==> config.mk <==
export PLATFORM = sky130hd
export DESIGN_NAME = grf_mp
export DESIGN_NICKNAME = d
export VERILOG_FILES = /design/src/rtl/grf_mp.sv
export SDC_FILE = /design/constraint.sdc
export NUM_CORES = 2
export LEC_CHECK = 0
export CELL_PAD_IN_SITES_DETAIL_PLACEMENT = 0
export CELL_PAD_IN_SITES_GLOBAL_PLACEMENT = 1
export CORE_MARGIN = 2
export CORE_UTILIZATION = 34
export DETAILED_ROUTE_END_ITERATION = 12
export PLACE_DENSITY = 0.62
export SETUP_SLACK_MARGIN = 0.05
export SKIP_LAST_GASP = 1
export SYNTH_ARGS = -nofsm -noshare
export SYNTH_HDL_FRONTEND = slang
export SYNTH_SLANG_ARGS = --single-unit
==> constraint.sdc <==
create_clock -name clk -period 4.1 [get_ports clk]
set_input_delay 0.82 -clock clk [delete_from_list [all_inputs] [get_ports clk]]
set_output_delay 0.82 -clock clk [all_outputs]
set_load 0.02 [all_outputs]
==> src/rtl/grf_mp.sv <==
// grf_mp: dual-write general register file with read bypass and busy scoreboard.
// Ports:
//   clk, reset (async, active-low)
//   rd_addr / rd_data / rd_busy : NRD packed combinational read ports
//   we0/wa0/wd0/pc0             : write port 0 (older)
//   we1/wa1/wd1/pc1             : write port 1 (younger, wins collisions)
//   mk_en/mk_addr               : mark a register busy at issue
//   flush                       : clear every busy bit on the next edge
module grf_mp #(
  parameter int DATA_W = 32,
  parameter int ADDR_W = 5,
  parameter int NRD    = 3
) (
  input  logic                  clk,
  input  logic                  reset,
  input  logic [NRD*ADDR_W-1:0] rd_addr,
  output logic [NRD*DATA_W-1:0] rd_data,
  output logic [NRD-1:0]        rd_busy,
  input  logic                  we0,
  input  logic [ADDR_W-1:0]     wa0,
  input  logic [DATA_W-1:0]     wd0,
  input  logic [31:0]           pc0,
  input  logic                  we1,
  input  logic [ADDR_W-1:0]     wa1,
  input  logic [DATA_W-1:0]     wd1,
  input  logic [31:0]           pc1,
  input  logic                  mk_en,
  input  logic [ADDR_W-1:0]     mk_addr,
  input  logic                  flush
);

  localparam int DEPTH = 1 << ADDR_W;

  logic [DATA_W-1:0] regs [DEPTH];
  logic [DEPTH-1:0]  busy;
  logic [DEPTH-1:0]  busy_nxt;

  logic wr0;
  logic wr1;
  logic mk;

  assign wr0 = we0 && (wa0 != '0);
  assign wr1 = we1 && (wa1 != '0);
  assign mk  = mk_en && (mk_addr != '0);

  // Port 1 is issued later in the same edge, so its
  // non-blocking update overrides port 0 on a collision.
  always_ff @(posedge clk or negedge reset) begin
    if (!reset) begin
      for (int i = 0; i < DEPTH; i++) regs[i] <= '0;
    end else begin
      if (wr0) regs[wa0] <= wd0;
      if (wr1) regs[wa1] <= wd1;
    end
  end

  // A fresh mark supersedes a retiring write-back
  // to the same register, so the set goes last.
  always_comb begin
    busy_nxt = busy;
    if (flush) begin
      busy_nxt = '0;
    end else begin
      if (wr0) busy_nxt[wa0] = 1'b0;
      if (wr1) busy_nxt[wa1] = 1'b0;
      if (mk)  busy_nxt[mk_addr] = 1'b1;
    end
  end

  always_ff @(posedge clk or negedge reset) begin
    if (!reset) busy <= '0;
    else        busy <= busy_nxt;
  end

  genvar k;
  for (k = 0; k < NRD; k++) begin : g_rd
    logic [ADDR_W-1:0] a;
    logic              hit0;
    logic              hit1;

    assign a    = rd_addr[k*ADDR_W +: ADDR_W];
    assign hit1 = wr1 && (wa1 == a);
    assign hit0 = wr0 && (wa0 == a);

    assign rd_data[k*DATA_W +: DATA_W] =
      (!reset || (a == '0)) ? '0  :
      hit1                  ? wd1 :
      hit0                  ? wd0 :
                              regs[a];

    // A same-cycle write-back is bypassed, so no stall.
    assign rd_busy[k] = reset && (a != '0) && busy[a]
                        && !(hit0 || hit1);
  end

`ifndef SYNTHESIS
  logic tr0;
  logic tr1;

  assign tr1 = reset && wr1;
  assign tr0 = reset && wr0 && !(wr1 && (wa1 == wa0));

  always @(posedge clk) begin
    if (tr0) $display("%d@%h: $%d <= %h", $time, pc0, wa0, wd0);
    if (tr1) $display("%d@%h: $%d <= %h", $time, pc1, wa1, wd1);
  end
`endif

endmodule

==> impl_metrics.yaml <==
run_status:
  outcome: "finished with violations"
  violations: "negative setup slack"
die:
  dieArea_mm2: 0.2230
  start_util: 0.3426
  die_width_um: 472.3
  die_y_um: 472.3
  num_rows: 171
  ioPinCount: 263
  core_mm2: 0.2176
worst_setup_path:
  worst_ep_required_time_ns: 3.28
  worst_setup_path_end_kind: "output pin"
  path_common_cell: "buf_6"
  path_max_fanout: 31
  cp_slowest_cell: "nor3_1"
  slowest_delay_ns: 0.53
  cp-start-kind: "primary input"
  cp_data_arrival_time_ns: 3.34
  crit_chain: "buf_6 > buf_4 > buf_12 > nand2_1 > buf_4 > o22ai_1 > nor3_1 > a221o_1 > buf_6 > buf_6"
  critical_path_class: "primary input to output pin"
logic_synthesis:
  synthesis.area_mm2: 0.07455
  yosys-top-cells-area: "dfrtp_1, mux4_2, mux2i_1"
  ys_seq_area_frac: 0.3544
  syn_avg_cell_area_um2: 10.53
  yosysWarnings: 0
  synthCells: 7082
  yosysMostFrequentCell: "dfrtp_1"
  ys_async_sr_fraction: 1.000
  yosys.area.top_type: "dfrtp_1"
  synth_commonest_cells: "dfrtp_1, mux2i_1, nand2_1, mux4_2, nor2_1"
  syn-num-nets: 7246
  synth_edf_count: 0
  synth_top_area_frac: 0.3544
  ys_ff_latch: 1056
  synth_cell_types: 58
  ys_dominant_reg_cell: "dfrtp_1"
clock_network:
  hold_buffers: 0
  cts_max_level: 4
  cts_tree: "done"
  cts-buffers-inserted: 134
  clk_latency_ns: 0.81
  clk_pin_slew_ns: 0.06
  clockBufferDepth: 3
  cts_sinks: 1056
  root_buffer: "clkbuf_16"
global_route:
  antenna_found_initial: 19
  overflow: 0
  grt_max_degree: 157
  track_usage: 0.3514
  grt_pass1_vias: 65598
  grt_pass1_wl_um: 549600
sta:
  report.final.hold_viol_count: 0
  finalCritPeriodShare: 1.014
  max_slew_margin: 0.1149
  max_clock_freq_mhz: 240.5
  worstMarginPinSlew_ns: 1.323
  setup_viol: 1
  final_max_slew_viol_count: 0
  fin_crit_ns: 4.158
  skew_ns: 0
  setup_ws_ns: -0.05785
  grt_setup_unrepaired: "yes"
placed_design:
  dp_hpwl_um: 268300
  io_buffers: 198
  gp_congestion: 0.9866
  dpl_cell_area_mm2: 0.08534
pwr:
  leakage_uw: 0.03830
  power_density_mw_per_mm2: 449.9
  totalPowerFinal_uw: 41580
  vdd_drop_max_mv: 0.4455
drt:
  drt-wirelength-per-cell_um: 38.62
  vias: 68445
  firstDrtPassIters: 7
  route.detailed.drc: 0
  avgViaCountPerCell: 6.583
  drtAntennaViolNets: 0
  routed_wl_um: 401600
  drt_iter0_drc: 9976
layout:
  area.growth.synth_to_final_pct: 23.98
  finalInstanceArea_mm2: 0.09243
  drive_above_1_share: 0.2991
  final_nets: 7588
run:
  cap_violations: 0
hold_path:
  hold_class: "primary input to async pin"
==> report_power, final <==
part | total [uW] | switching [uW] | internal (uW)
Combinational | 12800 | 5980 | 6800
Sequential | 16100 | 3050 | 13000
Clock | 12700 | 5170 | 7540
Total | 41600 | 14200 | 27400
==> area by class of cell <==
class	count	area [um2]
Tap cell	2854	3571
Multi-Input combinational cell	5110	45410
Timing Repair Buffer	1117	12350
Antenna cell	15	37.54
Clock inverter	42	568.0
Sequential cell	1056	26430
Inverter	5	18.77
Clock buffer	198	4051
Fill cell	20390	125200
==> final timing paths <==
kind	depth (start not counted)	end	slack [ns]	startpoint
max	10	rd_data[39]	-0.06	rd_addr[7]
max reg2reg	3	regs[221]$_DFF_PN0_	3.08	regs[221]$_DFF_PN0_
min	2	busy[28]$_DFF_PN0_	0.13	reset
max in group asynchronous	5	regs[710]$_DFF_PN0_	1.81	reset
min reg2reg	0	regs[1019]$_DFF_PN0_	0.42	regs[1019]$_DFF_PN0_
min in group clk	0	regs[1019]$_DFF_PN0_	0.42	regs[1019]$_DFF_PN0_
==> metrics by stage <==
step                      setup TNS [ns]  cells  hold WS [ns]  setup WS [ns]  utilization
after floorplan                        0   7082        0.4580         0.5971            -
after global placement            -52.25  10051        0.3955        -0.9260       0.3922
after detailed placement          -49.63  10051        0.4027        -0.9375       0.3922
after CTS                       -0.02359  10357       0.09894       -0.02359       0.4221
after global routing            -0.01098  10388        0.1487      -0.008998       0.4247
final                           -0.05785  10397        0.1304       -0.05785       0.4248
==> cells by family after synthesis <==
kind of cell    share of synthesized area
mux                                0.3667
simple gates                      0.09081
xor+xnor                         0.003524
compound gates                     0.1277
buf+inv                           0.05681
flops                              0.3544
==> critical path, delay by kind of cell <==
kind / cells / cell delay, ns
AND/OR/NAND/NOR: 2 / 0.87
buffers and inverters: 6 / 1.12
AO/OA/AOI/OAI: 2 / 0.47
==> registers in the layout, summed over array words and instances (netlist names) <==
signal  count
regs     1024
busy       32
==> repair_timing <==
action / 4_1_cts / 5_1_grt
resized for setup: 441 / 90
pin swaps: 35 / 28
buffers inserted: 58 / 27
gates cloned: 10 / 3
endpoints found under the setup margin: 99 / 72
==> layout by cell type (no fill, tap or decap), types with 30 or more instances in the layout <==
master | netlist | final
or4_4 | 0 | 31
nand2_1 | 776 | 742
o221ai_1 | 80 | 39
nor2_1 | 622 | 586
clkdlybuf4s50_1 | 0 | 71
o21ai_0 | 525 | 516
a22oi_1 | 51 | 44
nand2_4 | 0 | 30
clkbuf_8 | 0 | 33
clkbuf_16 | 0 | 143
or4_1 | 66 | 35
nor2_4 | 0 | 34
buf_4 | 72 | 652
o22ai_1 | 298 | 291
buf_6 | 37 | 63
a21oi_1 | 599 | 588
mux4_2 | 752 | 752
dfrtp_1 | 1056 | 1056
mux2i_1 | 1016 | 1014
buf_12 | 1 | 233
==> per-layer routing <==
| layer | vias up | part of all wire | track usage |
|---|---|---|---|
| li1 | 27271 | - | - |
| met1 | 34814 | 0.36 | 0.4349 |
| met2 | 4981 | 0.44 | 0.5251 |
| met3 | 1365 | 0.11 | 0.1019 |
| met4 | 14 | 0.087 | 0.2500 |
| met5 | - | 0.00021 | 0 |
No activity file was read; power rests on OpenSTA's default activity.
